==> config.mk <==
export PLATFORM = sky130hd
export DESIGN_NAME = cache
export DESIGN_NICKNAME = d
export VERILOG_FILES = /design/src/rtl/cache_pkg.sv /design/src/rtl/cache.sv
export SDC_FILE = /design/constraint.sdc
export NUM_CORES = 2
export LEC_CHECK = 0
export CAP_MARGIN = 20
export CORE_MARGIN = 8
export CORE_UTILIZATION = 54
export DETAILED_ROUTE_END_ITERATION = 10
export PLACE_DENSITY = 0.71
export SKIP_CTS_REPAIR_TIMING = 1
export SLEW_MARGIN = 10
export SYNTH_ARGS = -nofsm -noshare
export SYNTH_HDL_FRONTEND = slang
export SYNTH_SLANG_ARGS = --single-unit
==> constraint.sdc <==
create_clock -name clk -period 6.49 [get_ports clk]
set_input_delay 0.649 -clock clk [delete_from_list [all_inputs] [get_ports clk]]
set_output_delay 0.649 -clock clk [all_outputs]
set_load 0.05 [all_outputs]
==> src/rtl/cache_pkg.sv <==
// Shared types and address-split helpers for the direct-mapped write-through cache.
package cache_pkg;

  typedef enum logic [1:0] {IDLE, REFILL, WRITE} state_t;

  localparam int ADDR_W = 32;
  localparam int DATA_W = 32;

  function automatic int off_w(input int words_per_line);
    return $clog2(words_per_line);
  endfunction

  function automatic int idx_w(input int num_lines);
    return $clog2(num_lines);
  endfunction

  // Tag covers everything above the byte offset, word offset and index.
  function automatic int tag_w(input int num_lines, input int words_per_line);
    return ADDR_W - 2 - $clog2(words_per_line) - $clog2(num_lines);
  endfunction

  localparam int DEF_OFF_W = off_w(4);
  localparam int DEF_IDX_W = idx_w(16);
  localparam int DEF_TAG_W = tag_w(16, 4);

endpackage

==> src/rtl/cache.sv <==
// Direct-mapped, write-through, no-write-allocate cache with a word-serial
// refill engine and a single outstanding memory transfer.
module cache
  import cache_pkg::*;
#(
  parameter int NUM_LINES      = 16,
  parameter int WORDS_PER_LINE = 4
) (
  input  logic        clk,
  input  logic        rst_n,
  input  logic        cpu_req,
  input  logic        cpu_we,
  input  logic [31:0] cpu_addr,
  input  logic [31:0] cpu_wdata,
  output logic [31:0] cpu_rdata,
  output logic        cpu_ready,
  output logic        mem_req,
  output logic        mem_we,
  output logic [31:0] mem_addr,
  output logic [31:0] mem_wdata,
  input  logic [31:0] mem_rdata,
  input  logic        mem_ack
);

  localparam int OW = off_w(WORDS_PER_LINE);
  localparam int IW = idx_w(NUM_LINES);
  localparam int TW = tag_w(NUM_LINES, WORDS_PER_LINE);

  state_t                state_q, state_d;
  logic [OW-1:0]         cnt_q;
  logic [NUM_LINES-1:0]  valid_q;
  logic [TW-1:0]         tag_q  [NUM_LINES];
  logic [DATA_W-1:0]     data_q [NUM_LINES][WORDS_PER_LINE];
  logic [29:0]           waddr_q;
  logic [DATA_W-1:0]     wdata_q;

  logic [29:0]   waddr;
  logic [OW-1:0] off;
  logic [IW-1:0] idx;
  logic [TW-1:0] tag;
  logic          hit, last, unused_bits;

  assign unused_bits = ^cpu_addr[1:0];

  // Live CPU address while idle, the captured one while a transfer is in flight.
  assign waddr = (state_q == IDLE) ? cpu_addr[31:2] : waddr_q;
  assign off   = waddr[OW-1:0];
  assign idx   = waddr[OW+IW-1:OW];
  assign tag   = waddr[29:OW+IW];
  assign hit   = valid_q[idx] && (tag_q[idx] == tag);
  assign last  = (cnt_q == OW'(WORDS_PER_LINE - 1));

  always_comb begin
    state_d   = state_q;
    cpu_ready = 1'b0;
    cpu_rdata = '0;
    mem_req   = 1'b0;
    mem_we    = 1'b0;
    mem_addr  = '0;
    mem_wdata = '0;
    unique case (state_q)
      IDLE: begin
        if (cpu_req) begin
          if (cpu_we) begin
            state_d = WRITE;
          end else if (hit) begin
            cpu_ready = 1'b1;
            cpu_rdata = data_q[idx][off];
          end else begin
            state_d = REFILL;
          end
        end
      end
      REFILL: begin
        mem_req  = 1'b1;
        mem_addr = {waddr_q[29:OW], cnt_q, 2'b00};
        if (mem_ack && last) state_d = IDLE;
      end
      WRITE: begin
        mem_req   = 1'b1;
        mem_we    = 1'b1;
        mem_addr  = {waddr_q, 2'b00};
        mem_wdata = wdata_q;
        if (mem_ack) begin
          cpu_ready = 1'b1;
          state_d   = IDLE;
        end
      end
      default: state_d = IDLE;
    endcase
  end

  always_ff @(posedge clk or negedge rst_n) begin
    if (!rst_n) begin
      state_q <= IDLE;
      cnt_q   <= '0;
      valid_q <= '0;
      waddr_q <= '0;
      wdata_q <= '0;
    end else begin
      state_q <= state_d;
      if (state_q == IDLE && cpu_req) begin
        waddr_q <= cpu_addr[31:2];
        wdata_q <= cpu_wdata;
      end
      if (state_q == REFILL && mem_ack) begin
        cnt_q <= last ? '0 : cnt_q + 1'b1;
        if (last) valid_q[idx] <= 1'b1;
      end
    end
  end

  // Storage arrays carry no reset; the valid bits alone gate their use.
  always_ff @(posedge clk) begin
    if (state_q == REFILL && mem_ack) begin
      data_q[idx][cnt_q] <= mem_rdata;
      if (last) tag_q[idx] <= tag;
    end
    if (state_q == WRITE && mem_ack && hit) begin
      data_q[idx][off] <= wdata_q;
    end
  end

endmodule

==> Word level (Yosys, flattened, before mapping) <==
Memories as Yosys holds them, arrays and structs flattened.
Cells that the tools add are included.
{ "classes": {"n_eq_ne": 8, "bitwise_logic": 131, "n_mux": 167, "n_addsub": 1, "shifts": 0, "multipliers": 0, "n_reduce_logical": 13, "div": 0, "magnitude_cmp": 6} }
{ "ops": {"columns": ["operator", "n"], "rows": [
  ["2-to-1 mux 32 bit", 9],
  ["2-to-1 mux 128 bit", 2],
  ["2-to-1 mux 1 bit", 141],
  ["demux 32 bit (select 2 bit)", 2],
  ["OR 1 bit", 128],
  ["binary-select mux 32 bit (select 2 bit)", 1],
  ["case mux 32 bit (2 select lines)", 1],
  ["2-to-1 mux 30 bit", 1],
  ["== test 24 bit", 1],
  ["OR 16 bit", 1],
  ["2-to-1 mux 2 bit", 6],
  ["logical AND 1 bit", 9],
  ["greater-or-equal comparator 3 bit, second input constant", 2],
  ["< comparator 3 x 1 -> 1 bit, second input constant", 2],
  ["!= test 2 bit, second input constant", 3],
  ["NOT 2 -> 3 bit", 2],
  ["case mux 2 bit (3 select lines)", 1],
  ["< comparator 4 x 5 -> 1 bit, second input constant", 1],
  ["binary-select mux 1 bit (select 4 bit)", 1],
  ["demux 1 bit (select 4 bit)", 1],
  ["== test 2 bit, second input constant", 2],
  ["greater-or-equal comparator 4 x 1 -> 1 bit, second input constant", 1],
  ["AND reduction 4 bit", 1],
  ["!= test 3 bit, second input constant", 1],
  ["other kinds (6)", 6]
]} }
{ "totals": {"input_bits": 101, "regBits": 82, "n_memories": 2, "mem_bits_rw": 2432, "latch_bits": 0, "mem_bits_ro": 0, "out_inout_bits": 99, "word_cells": 333} }
{ "memory_table": {"columns": ["memory", "words", "width", "read_ports", "rd_ports_with_merged_regs", "write_ports", "line_no", "source"], "rows": [
  ["data_q", 16, 128, 1, 0, 1, "cache.sv:33", "logic [DATA_W-1:0] data_q [NUM_LINES][WORDS_PER_LINE];"],
  ["tag_q", 16, 24, 1, 0, 1, "cache.sv:32", "logic [TW-1:0] tag_q [NUM_LINES];"]
]} }

==> Longest topological paths before layout <==
{ "logic_depth": {"ltp_word": 10, "depth_mapped": 19, "mapped_depth_nobuf": 11} }

==> Least setup slack after synthesis <==
Ideal clock, no wire load.
{ "synth_path": {"path_type": "reg-to-reg", "start": "register state_q[0]", "end": "memory data_q[10][64] in the netlist's numbering (enable)", "setup_ns": 0.432, "arrival_ns": 5.130, "stages_incl_launch_ff": 18, "t_required_ns": 6.058, "setup_slack_ns": 0.928, "path_buffers": 6, "period_less_slack_ns": 5.562, "path_cell_list": "dfrtp_1 inv_1 ha_1 buf_6 mux2_4 buf_6 buf_2 mux4_2 nor2_1 nand4b_1 xnor2_1 o2111ai_1 nor4_4 nand4b_2 buf_6 buf_6 buf_6 a21oi_1"} }
{ "synth_between": {"elab_chain_cells": 9, "elab_cells_between_ends": 23, "classes_between": "order compare (2); eq/ne (3); mux (9); bitwise (2); reduce/logical (6); memory (1)"} }
{ "synth_lines": {"columns": ["element", "line_no", "source"], "rows": [
  ["from (decl)", "cache.sv:29", "state_t state_q, state_d;"],
  ["from (signal assigned)", "cache.sv:101", "state_q <= state_d;"],
  ["logical NOT 2 bit", "cache.sv:46", "assign waddr = (state_q == IDLE) ? cpu_addr[31:2] : waddr_q;"],
  ["2-to-1 mux 30 bit", "cache.sv:46", null],
  ["memory (16 x 24 bit), or another cell as far along", null, null],
  ["== test 24 bit, or another cell as far along", "cache.sv:50", "assign hit = valid_q[idx] && (tag_q[idx] == tag);"],
  ["logical AND 1 bit (on tied branches)", "cache.sv:50, cache.sv:120", null],
  ["logical AND 1 bit or 2-to-1 mux 32 bit (tied branches)", "cache.sv:119, cache.sv:120", null],
  ["2-to-1 mux 1 bit or demux 32 bit (select 2 bit) (tied branches)", "cache.sv:119, cache.sv:120", null],
  ["2-to-1 mux 128 bit (not written as such)", "cache.sv:120", "data_q[idx][off] <= wdata_q;"],
  ["OR 1 bit (no source line)", null, null],
  ["to (decl)", "cache.sv:33", null]
]} }
Several ways; a longest one is shown, not always the timed one. The select of a mux whose other input is x is not followed.

==> Worst setup path in the final report <==
{ "layout_path": {"start": "register state_q[1]", "end": "output port cpu_rdata[4]"} }
{ "layout_between": {"elab_chain_cells": 10, "elab_cells_between_ends": 16, "classes_between": "eq/ne (1); mux (10); bitwise (1); reduce/logical (2); memory (2)"} }
{ "layout_lines": {"columns": ["element", "line_no", "source"], "rows": [
  ["logical NOT 2 bit *", "cache.sv:46, cache.sv:61", null],
  ["2-to-1 mux 30 bit", "cache.sv:46", null],
  ["memory (16 x 128 bit) or NOT 2 -> 3 bit (tied branches)", null, null],
  ["binary-select mux 32 bit (select 2 bit)", "cache.sv:68", "cpu_rdata = data_q[idx][off];"],
  ["2-to-1 mux 32 bit (not written as such) (2 in series)", "cache.sv:68", null],
  ["2-to-1 mux 32 bit", "cache.sv:66", "end else if (hit) begin"],
  ["2-to-1 mux 32 bit", "cache.sv:64", "if (cpu_we) begin"],
  ["2-to-1 mux 32 bit", "cache.sv:63", "if (cpu_req) begin"],
  ["2-to-1 mux 32 bit *", "cache.sv:61", "unique case (state_q)"],
  ["to (decl)", "cache.sv:15", "output logic [31:0] cpu_rdata,"]
]} }
Every way passes the cells marked *; elsewhere a longest branch is shown, timed or not. The select of a mux whose other input is x is not followed.

==> metrics.md <==
| Metric | Value |
|---|---|
| DR iter-0 viols | ~10000 |
| Synth Flop Type | edfxtp_1 |
| Outcome | completed |
| CTS tree | built |
| Area of the core | about 190000 sq um |
| Post-DRT Antenna Nets | 0 |
| Filler Cells Inserted | 13440 |
| Tightest Hold Check Type | primary input to asynchronous set/reset pin |
| P_leak | around 40 nW |
| Vias | 68200 |
| Seq/Total Area, Yosys | 0.7387 |
| Worst Tran Pin Value | roughly 1.2 ns |
| Area of the multi-input gates | approximately 25000 sq um |
| Antenna violations before repair | 24 |
| CP delay by family, top | buffers and inverters |
| Largest net degree at the start of global routing | between 150 and 200 |
| PD cells | 428.6 nW/um^2 |
| Final hold vios | 0 |
| Max Fanout on Critical Path | 45 |
| Clk sinks | roughly 2500 |
| DRC Markers | 0 |
| Port buffer count | a little under 200 |
| Row count | 159 |
| Maxcap violations | 0 |
| Chip Height | 449.9 microns |
| Routability cong. | 1.024 |
| Grt total ovfl | 0 |
| H-tree depth | 4 |
| Total CTS buffers | approximately 240 |
| Synth top area share | 0.7185 |
| Worst EP arrival | approximately 5.7 ns |
| # IOs | 200 |
| Fraction of registers with async set/reset | 0.03262 |
| Die width | approximately 450 microns |
| First-pass GRT wire length | between 400000 and 500000 microns |
| Synth area leader | edfxtp_1 |
| Area grow syn2layout | 15.04% |
| FF-to-FF path depth | 17 |
| Crit-path slowest cell | nor4_1 |
| Die area | a little over 200000 sq um |
| Buf+Inv Stages, Crit Path | 5 |
| RSZ-0062 raised after global routing | false |
| Top post-synthesis cells by count | edfxtp_1 (2432), nand2_1 (2094), nand3_1 (1034) |
| Initial Utilization | 0.5424 |
| CP Class | register to primary output |
| Share of layout cells above drive strength 1 | 0.1227 |
| Synthesized instance count | approximately 7900 |
| Synth Area per Inst | about 13 sq um |
| Yosys warns | 0 |
| Vias in the first global route | 64490 |
| Layout Skew | 0.04630 ns |
| Fin. max-slew vios | 0 |
| Critical Path Sink Type | primary output |
| Mapped cell area | between 100000 and 150000 sq um |
| CP Data Required Time | around 5.8 ns |
| Nets | around 8000 |
| Fmax | around 160 MHz |
| Largest stage delay, worst path | 0.87 ns |
| Startpoint type of the worst setup path | register |
| Post-DP HPWL | 164800 microns |
| Number of distinct library cells after synthesis | 65 |
| Post-synth EDFFs | 2432 |
| Finished Core Util | 0.6240 |
| CTS root buf | clkbuf_16 |
| Clk pin slew, worst setup/hold paths | 0.07 ns |
| Worst rel slew slack | 0.2142 |
| Period Utilization, post-route | 0.9848 |
| CP cell instances | inv_1 > ha_4 > nor2b_1 > a32oi_4 > buf_4 > buf_4 > a21oi_1 > nor4_1 > o22ai_1 > nor3_1 > buf_4 > buf_12 |
| Via density | around 6.3 |
| Drt first pass iters | 8 |
| Final setup viols | 0 |
| Cell count after placement | slightly above 10000 |
| Peak VDD IR | 0.7297 mV |
| Routed wire per std cell | ~28 microns |
| Count leader, synth | edfxtp_1 |
| Synth area leaders | edfxtp_1 (72%), nand2_1 (7.7%), nand3_1 (5.1%), a21oi_1 (3.8%), mux2_2 (2.0%) |
| FF+latch count, synth | 2514 |
| Clock buffer depth | 3 |
| Final wirelength | slightly above 300000 microns |
| CP Depth | 12 |
| FF+latch area | 75080 sq um |
| Worst skew pair latency | 0.89 ns |
| Most frequent CP cell | buf_4 |
| GRT Resource Usage Total | 0.2854 |
| Non-Filler Instances | roughly 11000 |
| Minimum clock period | between 6 and 7 ns |
## through the flow
stage | power, mW | TNS (ns) | hold slack, ns | setup WS, ns | cell area [sq um]
6_report | 50.12 | 0 | 0.2231 | 0.09869 | 116900
5_1_grt | 51.61 | 0 | 0.2562 | 0.009871 | 116900
4_1_cts | 49.51 | -9.557 | -0.3377 | -0.6086 | 116700
3_5_place_dp | 36.17 | 0 | 0.4531 | 0.1811 | 109100
3_3_place_gp | 35.85 | 0 | 0.4511 | 0.2652 | 109000
2_1_floorplan | 29.05 | 0 | 0.3534 | 0.9283 | 101600
## routing by layer
metal | part of all wire | up-vias | global-route usage
li1 | - | 29160 | -
met1 | 0.36 | 33730 | 0.3803
met2 | 0.46 | 4507 | 0.4418
met3 | 0.12 | 801 | 0.06287
met4 | 0.061 | 12 | 0.1526
met5 | 0.00025 | - | 0
## final timing paths
kind | startpoint | end | slack (ns)
worst max-delay path | state_q[1] | cpu_rdata[4] | 0.1
worst min-delay path | rst_n | waddr_q[15] | 0.22
max in group asynchronous | rst_n | wdata_q[9] | 5.00
min in group clk | cpu_wdata[26] | wdata_q[26] | 0.37
worst min register to register | valid_q[4] | valid_q[4] | 0.47
worst max register to register | state_q[1] | data_q[10][48] | 1.07
## where the power goes
| part | internal (mW) | switching (mW) |
|---|---|---|
| sequential | 18.5 | 0.697 |
| clock | 7.51 | 6.03 |
| combinational | 5.09 | 12.3 |
## kinds of logic after synthesis
group / synth area share
buffers and inverters: 0.02319
flip-flops: 0.7387
XOR/XNOR: 0.001465
AND/OR/NAND/NOR: 0.1482
adder cells (fa/ha/maj): 0.0008617
multiplexers: 0.02953
other: 0.00003689
AO/OA/AOI/OAI: 0.05799
## layout by cell type, fill, tap and decap left out, types with 17 or more instances in the layout
cell type	Yosys	final
buf_4	7	184
nor4_1	129	120
inv_1	35	35
o41ai_1	45	45
diode_2	0	23
a21oi_1	781	719
clkinv_2	0	42
clkbuf_1	413	56
a41oi_1	19	19
nor3_1	36	30
and2_1	68	65
nand2_1	2094	2092
buf_12	0	126
nand3_1	1034	1028
mux4_2	22	22
mux2i_1	25	23
dfrtp_1	82	82
clkinv_1	0	55
nor2_1	36	20
o22ai_1	72	72
a21oi_4	0	64
edfxtp_1	2432	2432
clkdlybuf4s50_1	0	161
xnor2_1	17	17
clkbuf_16	0	241
mux2_2	183	182
a21o_1	78	78
## area by class of cell
cell class,count,area share
Sequential cell,2514,0.6421
Multi-Input combinational cell,4767,0.2170
Clock buffer,303,0.05398
Timing Repair Buffer,476,0.04789
Tap cell,2495,0.02670
Clock inverter,139,0.01073
Inverter,35,0.001124
Antenna cell,23,0.0004922
## worst register-to-register path: stages (launching register included)
cell and delay (ns):
dfrtp_1 0.42, inv_1 0.14, ha_4 0.29, buf_6 0.23, or3b_2 0.54, buf_12 0.24, a21o_1 0.20, a41oi_1 0.22
a2111oi_0 0.11, buf_4 0.20, a222oi_1 0.25, o211ai_1 0.25, nor3_4 0.37, buf_4 0.28, nand4b_4 0.46, buf_4 0.38
a21oi_4 0.18, buf_12 0.32
## sequential cells by signal, indices dropped and copies added (netlist names)
name,flops
data_q,2048
tag_q,384
wdata_q,32
waddr_q,30
valid_q,16
cnt_q,2
state_q,2
(Power assumes the default switching activity.)
